<file path="src/rtl/alu_pkg.sv">
// rtl/alu_pkg.sv - ALU control codes, funct constants and FSM encoding (MUL state only with MULTU_EN)
package alu_pkg;

  localparam logic [3:0] CTRL_AND     = 4'b0000;
  localparam logic [3:0] CTRL_OR      = 4'b0001;
  localparam logic [3:0] CTRL_ADD     = 4'b0010;
  localparam logic [3:0] CTRL_SUB     = 4'b0110;
  localparam logic [3:0] CTRL_SLT     = 4'b0111;
  localparam logic [3:0] CTRL_MULTU   = 4'b1000;
  localparam logic [3:0] CTRL_ILLEGAL = 4'b1111;

  localparam logic [1:0] ALUOP_MEM   = 2'b00;
  localparam logic [1:0] ALUOP_BEQ   = 2'b01;
  localparam logic [1:0] ALUOP_RTYPE = 2'b10;

  localparam logic [5:0] FUNCT_ADD   = 6'b100000;
  localparam logic [5:0] FUNCT_SUB   = 6'b100010;
  localparam logic [5:0] FUNCT_AND   = 6'b100100;
  localparam logic [5:0] FUNCT_OR    = 6'b100101;
  localparam logic [5:0] FUNCT_SLT   = 6'b101010;
  localparam logic [5:0] FUNCT_MULTU = 6'b011001;

`ifdef MULTU_EN
  typedef enum logic [1:0] {
    ST_IDLE = 2'd0,
    ST_MUL  = 2'd1,
    ST_DONE = 2'd2
  } state_t;
`else
  typedef enum logic [1:0] {
    ST_IDLE = 2'd0,
    ST_DONE = 2'd2
  } state_t;
`endif

endpackage

</file>
<file path="src/rtl/alu_ctrl_dec.sv">
// rtl/alu_ctrl_dec.sv - combinational ALU control decoder (multu decoded only with MULTU_EN)
module alu_ctrl_dec
  import alu_pkg::*;
(
  input  logic [1:0] alu_op,
  input  logic [5:0] funct,
  output logic [3:0] ctrl
);

  always_comb begin
    ctrl = CTRL_ILLEGAL;
    case (alu_op)
      ALUOP_MEM: ctrl = CTRL_ADD;
      ALUOP_BEQ: ctrl = CTRL_SUB;
      ALUOP_RTYPE: begin
        case (funct)
          FUNCT_ADD:   ctrl = CTRL_ADD;
          FUNCT_SUB:   ctrl = CTRL_SUB;
          FUNCT_AND:   ctrl = CTRL_AND;
          FUNCT_OR:    ctrl = CTRL_OR;
          FUNCT_SLT:   ctrl = CTRL_SLT;
`ifdef MULTU_EN
          FUNCT_MULTU: ctrl = CTRL_MULTU;
`endif
          default:     ctrl = CTRL_ILLEGAL;
        endcase
      end
      default: ctrl = CTRL_ILLEGAL;
    endcase
  end

endmodule

</file>
<file path="src/rtl/alu_exec_unit.sv">
// rtl/alu_exec_unit.sv - registered ALU execute unit with valid/ready handshake
// Optional shift-add unsigned multiply enabled by defining MULTU_EN.
module alu_exec_unit
  import alu_pkg::*;
#(
  parameter int WIDTH = 32
) (
  input  logic             clk,
  input  logic             rst_n,
  input  logic             in_valid,
  output logic             in_ready,
  input  logic [1:0]       alu_op,
  input  logic [5:0]       funct,
  input  logic [WIDTH-1:0] src_a,
  input  logic [WIDTH-1:0] src_b,
  output logic             out_valid,
  input  logic             out_ready,
  output logic [WIDTH-1:0] result,
  output logic [WIDTH-1:0] result_hi,
  output logic             zero,
  output logic             illegal
);

  logic [3:0]       ctrl;
  logic [WIDTH-1:0] alu_res;
  logic             accept;
  state_t           state;
  state_t           state_nxt;

  alu_ctrl_dec u_dec (
    .alu_op (alu_op),
    .funct  (funct),
    .ctrl   (ctrl)
  );

  assign in_ready  = (state == ST_IDLE);
  assign out_valid = (state == ST_DONE);
  assign accept    = in_valid && in_ready;

  always_comb begin
    alu_res = '0;
    case (ctrl)
      CTRL_AND: alu_res = src_a & src_b;
      CTRL_OR:  alu_res = src_a | src_b;
      CTRL_ADD: alu_res = src_a + src_b;
      CTRL_SUB: alu_res = src_a - src_b;
      CTRL_SLT: alu_res = {{(WIDTH-1){1'b0}}, ($signed(src_a) < $signed(src_b))};
      default:  alu_res = '0;
    endcase
  end

`ifdef MULTU_EN
  localparam int CNT_W = $clog2(WIDTH) + 1;

  logic [CNT_W-1:0] cnt;
  logic [WIDTH-1:0] mcand;
  logic [WIDTH:0]   mul_sum;
  logic             mul_last;

  // During MUL the output registers double as the {acc, multiplier} shift pair.
  assign mul_sum  = {1'b0, result_hi} + (result[0] ? {1'b0, mcand} : '0);
  assign mul_last = (cnt == CNT_W'(WIDTH - 1));
`endif

  always_ff @(posedge clk or negedge rst_n) begin
    if (!rst_n) begin
      state <= ST_IDLE;
    end else begin
      state <= state_nxt;
    end
  end

  always_comb begin
    state_nxt = state;
    case (state)
      ST_IDLE: begin
        if (accept) begin
`ifdef MULTU_EN
          state_nxt = (ctrl == CTRL_MULTU) ? ST_MUL : ST_DONE;
`else
          state_nxt = ST_DONE;
`endif
        end
      end
`ifdef MULTU_EN
      ST_MUL: begin
        if (mul_last) state_nxt = ST_DONE;
      end
`endif
      ST_DONE: begin
        if (out_ready) state_nxt = ST_IDLE;
      end
      default: state_nxt = ST_IDLE;
    endcase
  end

  always_ff @(posedge clk or negedge rst_n) begin
    if (!rst_n) begin
      result    <= '0;
      result_hi <= '0;
      zero      <= 1'b0;
      illegal   <= 1'b0;
`ifdef MULTU_EN
      cnt       <= '0;
      mcand     <= '0;
`endif
    end else if (accept) begin
      result    <= alu_res;
      result_hi <= '0;
      zero      <= (alu_res == '0);
      illegal   <= (ctrl == CTRL_ILLEGAL);
`ifdef MULTU_EN
      if (ctrl == CTRL_MULTU) begin
        mcand  <= src_a;
        result <= src_b;
        cnt    <= '0;
      end
`endif
    end
`ifdef MULTU_EN
    else if (state == ST_MUL) begin
      {result_hi, result} <= {mul_sum, result[WIDTH-1:1]};
      cnt <= cnt + 1'b1;
      if (mul_last) zero <= ({mul_sum[0], result[WIDTH-1:1]} == '0);
    end
`endif
  end

endmodule

</file>
<file path="config.mk">
export PLATFORM = sky130hd
export DESIGN_NAME = alu_exec_unit
export DESIGN_NICKNAME = d
export VERILOG_FILES = /design/src/rtl/alu_pkg.sv /design/src/rtl/alu_ctrl_dec.sv /design/src/rtl/alu_exec_unit.sv
export SDC_FILE = /design/constraint.sdc
export NUM_CORES = 1
export LEC_CHECK = 0
export BUFFER_PORTS_ARGS = -buffer_cell sky130_fd_sc_hd__buf_4
export CAP_MARGIN = 20
export CORE_ASPECT_RATIO = 1.75
export CORE_MARGIN = 2
export CORE_UTILIZATION = 30
export DETAILED_ROUTE_END_ITERATION = 6
export GPL_TIMING_DRIVEN = 1
export PLACE_DENSITY_LB_ADDON = 0.2
export SYNTH_ARGS = -nofsm -noshare
export SYNTH_HDL_FRONTEND = slang
export SYNTH_SLANG_ARGS = --single-unit
</file>
<file path="constraint.sdc">
create_clock -name clk -period 1.5 [get_ports clk]
set_input_delay 0.45 -clock clk [delete_from_list [all_inputs] [get_ports clk]]
set_output_delay 0.45 -clock clk [all_outputs]
set_load 0.02 [all_outputs]
</file>
==> reports/metrics.yaml <==
status: "finished with violations"
violations: "setup timing"
synthFlopType: "dfrtp_1"
areaGrowthSynthToFinish_pct: 81.25
clock_latency_ps: 270
rsz0062_at_grt: "yes"
drv_slew: 0
io_pins: 144
via_per_inst: 5.251
worstHoldPathType: "input pin to async pin"
rr_endpoint: "zero"
clockRootBuffer: "clkbuf_16"
setup_slack_ps: -1555
synthDistinctLibCells: 105
yosys.area.top_type_share_pct: 16.45
yosys.area.top_type: "ha_1"
switching_power_mw: 3.664
synthCells: 1011
dp_hpwl_um: 30640
cp-end-kind: "flip-flop"
coreArea_sq_um: 23930
first_iter_violations: 449
p_clk_share_pct: 15.2
fmax_mhz: 327.3
die_area_sq_um: 25650
r2r_setup_slack_ps: 190
grt_pass1_wl_um: 54270
synth.ff_latch_count: 35
rows: 75
cts.path.max_buffers: 2
routed.top_layer: "met4"
start_util_pct: 30.52
dp_cells: 1748
grt_overflow: 0
cts-htree-levels: 2
die_w_um: 121.9
instances_no_fill: 1809
synth_simple_gate_area_share_pct: 21.11
clk_pin_slew_ps: 50
met2_length_um: 20840
synth_area_leaders: "ha_1, dfrtp_1, o21ai_0, a21oi_1, inv_1"
hold_viol: 0
vias: 9499
drc: 0
portBuffers: 111
p_leak_nw: 6.286
maxCapViolations: 0
power.total_mw: 8.717
cp-start-kind: "input pin"
wl_met3_um: 1157
path_class: "input pin to flip-flop"
gp_congestion: 0.9864
ys.warnings.count: 0
wl_per_cell_um: 20.12
crit_end: "zero"
setup_violations: 33
ys_seq_area_share_pct: 11.99
whs_ps: 118.1
maxSlewHeadroom_pct: 54.37
swShare_pct: 42.03
rr_startpoint: "state[1]"
grt_max_degree: 36
yosys-mux-area-fraction_pct: 1.645
synth_xor_area_share_pct: 2.399
cts_tree: "built"
arrival_ps: 3240
cts_buffers: 5
crit_start: "src_a[1]"
finalNetCount: 1674
nFillCells: 2310
yosys-top-cells-count: "inv_1, nand2_1, ha_1"
vdd_drop_max_mv: 0.7112
final_antenna_net_count: 0
grt.total_usage_pct: 27.97
synth-async-reset-ratio_pct: 100.0
synth_top_family_by_area: "compound AO/OA/AOI/OAI gates"
synth-edff-count: 0
hold_buffers: 0
n_antenna_cell: 0
clock-sinks: 35
syn_avg_cell_area_sq_um: 7.223
wl_um: 36400
min_period_over_period_pct: 203.7
fin_worst_skew_ps: 2.385
antenna_found_initial: 0
synth_area_sq_um: 7302
period_needed_ps: 3055
intPower_mw: 5.053
worstRegToRegCells: 5
worst_pin_slew_ps: 678.6
pwr-share-seq_pct: 15.2
firstDrtPassIters: 5
grt_pass1_vias: 10078
fin_tns_setup_ps: -35560
synthAdderAreaFrac_pct: 17.00
cp_max_fo: 3
die_h_um: 210.4
drive_gt1_share_pct: 52.43
p_comb_share_pct: 69.6
crit_required_ps: 1690
power_density_nw_per_um2: 658.6
wl_met1_um: 10750
yosysMostFrequentCell: "inv_1"
synth_compound_area_share_pct: 33.43
-- layout make-up --
cell class | count | area (sq um) | area share (%)
inverter | 106 | 479.2 | 3.621
tap | 308 | 385.4 | 2.912
sequential | 35 | 875.8 | 6.618
multi-input combinational | 816 | 6902 | 52.15
timing repair buffer | 536 | 4404 | 33.28
clock inverter | 2 | 60.06 | 0.4538
clock buffer | 6 | 128.9 | 0.9737
-- cell families after synthesis --
kind of cell | Yosys count
AO/OA/AOI/OAI | 345
XOR/XNOR | 20
adder cells (fa/ha/maj) | 98
buffers and inverters | 191
flip-flops | 35
multiplexers | 11
other | 1
AND/OR/NAND/NOR | 310
-- cells in the final DEF (no fill, tap or decap), drive strengths merged, types with 8 or more instances in the layout --
cell type / count
buf: 536
inv: 104
nand2: 97
o21ai: 97
ha: 96
a21oi: 85
nor2: 80
dfrtp: 35
conb: 32
nor3: 22
nand3: 19
a21o: 18
xnor2: 16
nor2b: 14
nand4: 13
and3: 12
a211oi: 12
a31oi: 11
a221oi: 11
nor4: 11
o22ai: 11
o31ai: 11
and2: 9
or2: 9
o211ai: 8
-- worst max-delay path, stage by stage --
cell        delay, ps
buf_8              80
clkinvlp_4        100
buf_6             130
fa_2              390
nor2b_4           180
o2111ai_4         180
a211oi_4          330
o41ai_4           140
o21ai_2           250
a211oi_2          140
a221oi_2          320
o21ba_4           210
nand4_1           100
o31ai_2           250
-- layer usage --
metal  GRT usage [%]  up-vias
met2           56.23      300
met5               0        -
li1                -     4525
met4           23.31        0
met3           3.084      152
met1           23.15     4522
-- worst min path at each step --
stage                            end  cells past startpoint  slack, ps  startpoint
after floorplan              illegal                      0        150       rst_n
after global placement    result[31]                      1        430       rst_n
after detailed placement  result[30]                      1        430       rst_n
after CTS                   state[1]                      1        130       rst_n
after global routing      result[30]                      1        150       rst_n
final                     result[30]                      1        120       rst_n
-- flip-flops by register name, summed over array words and instances (netlist names) --
name,flops
state,1
illegal,1
zero,1
result,32
-- metrics by stage --
stage / area (sq um) / setup WS [ps] / utilization (%)
floorplan: 7895 / -1416 / -
global placement: 11450 / -1949 / 47.84
detailed placement: 11450 / -1961 / 47.84
CTS: 12810 / -1567 / 53.52
global route: 13240 / -1654 / 55.31
finish: 13240 / -1555 / 55.31
-- power by group through the flow --
stage,combinational [mW],sequential [mW],clock [mW]
global route,6.44,1.35,1.40
global placement,5.10,1.34,0
finish,6.07,1.33,1.32
CTS,5.76,1.33,1.34
floorplan,2.32,1.58,0
detailed placement,5.12,1.35,0
-- repair_timing --
item                                    4_1_cts  5_1_grt
gates cloned                                  0        0
hold endpoints to repair                      0        0
resized for setup                           195       72
buffers inserted                             42       24
pin swaps                                    90       61
endpoints found under the setup margin       33       33
Power figures use the tool's default switching activity.
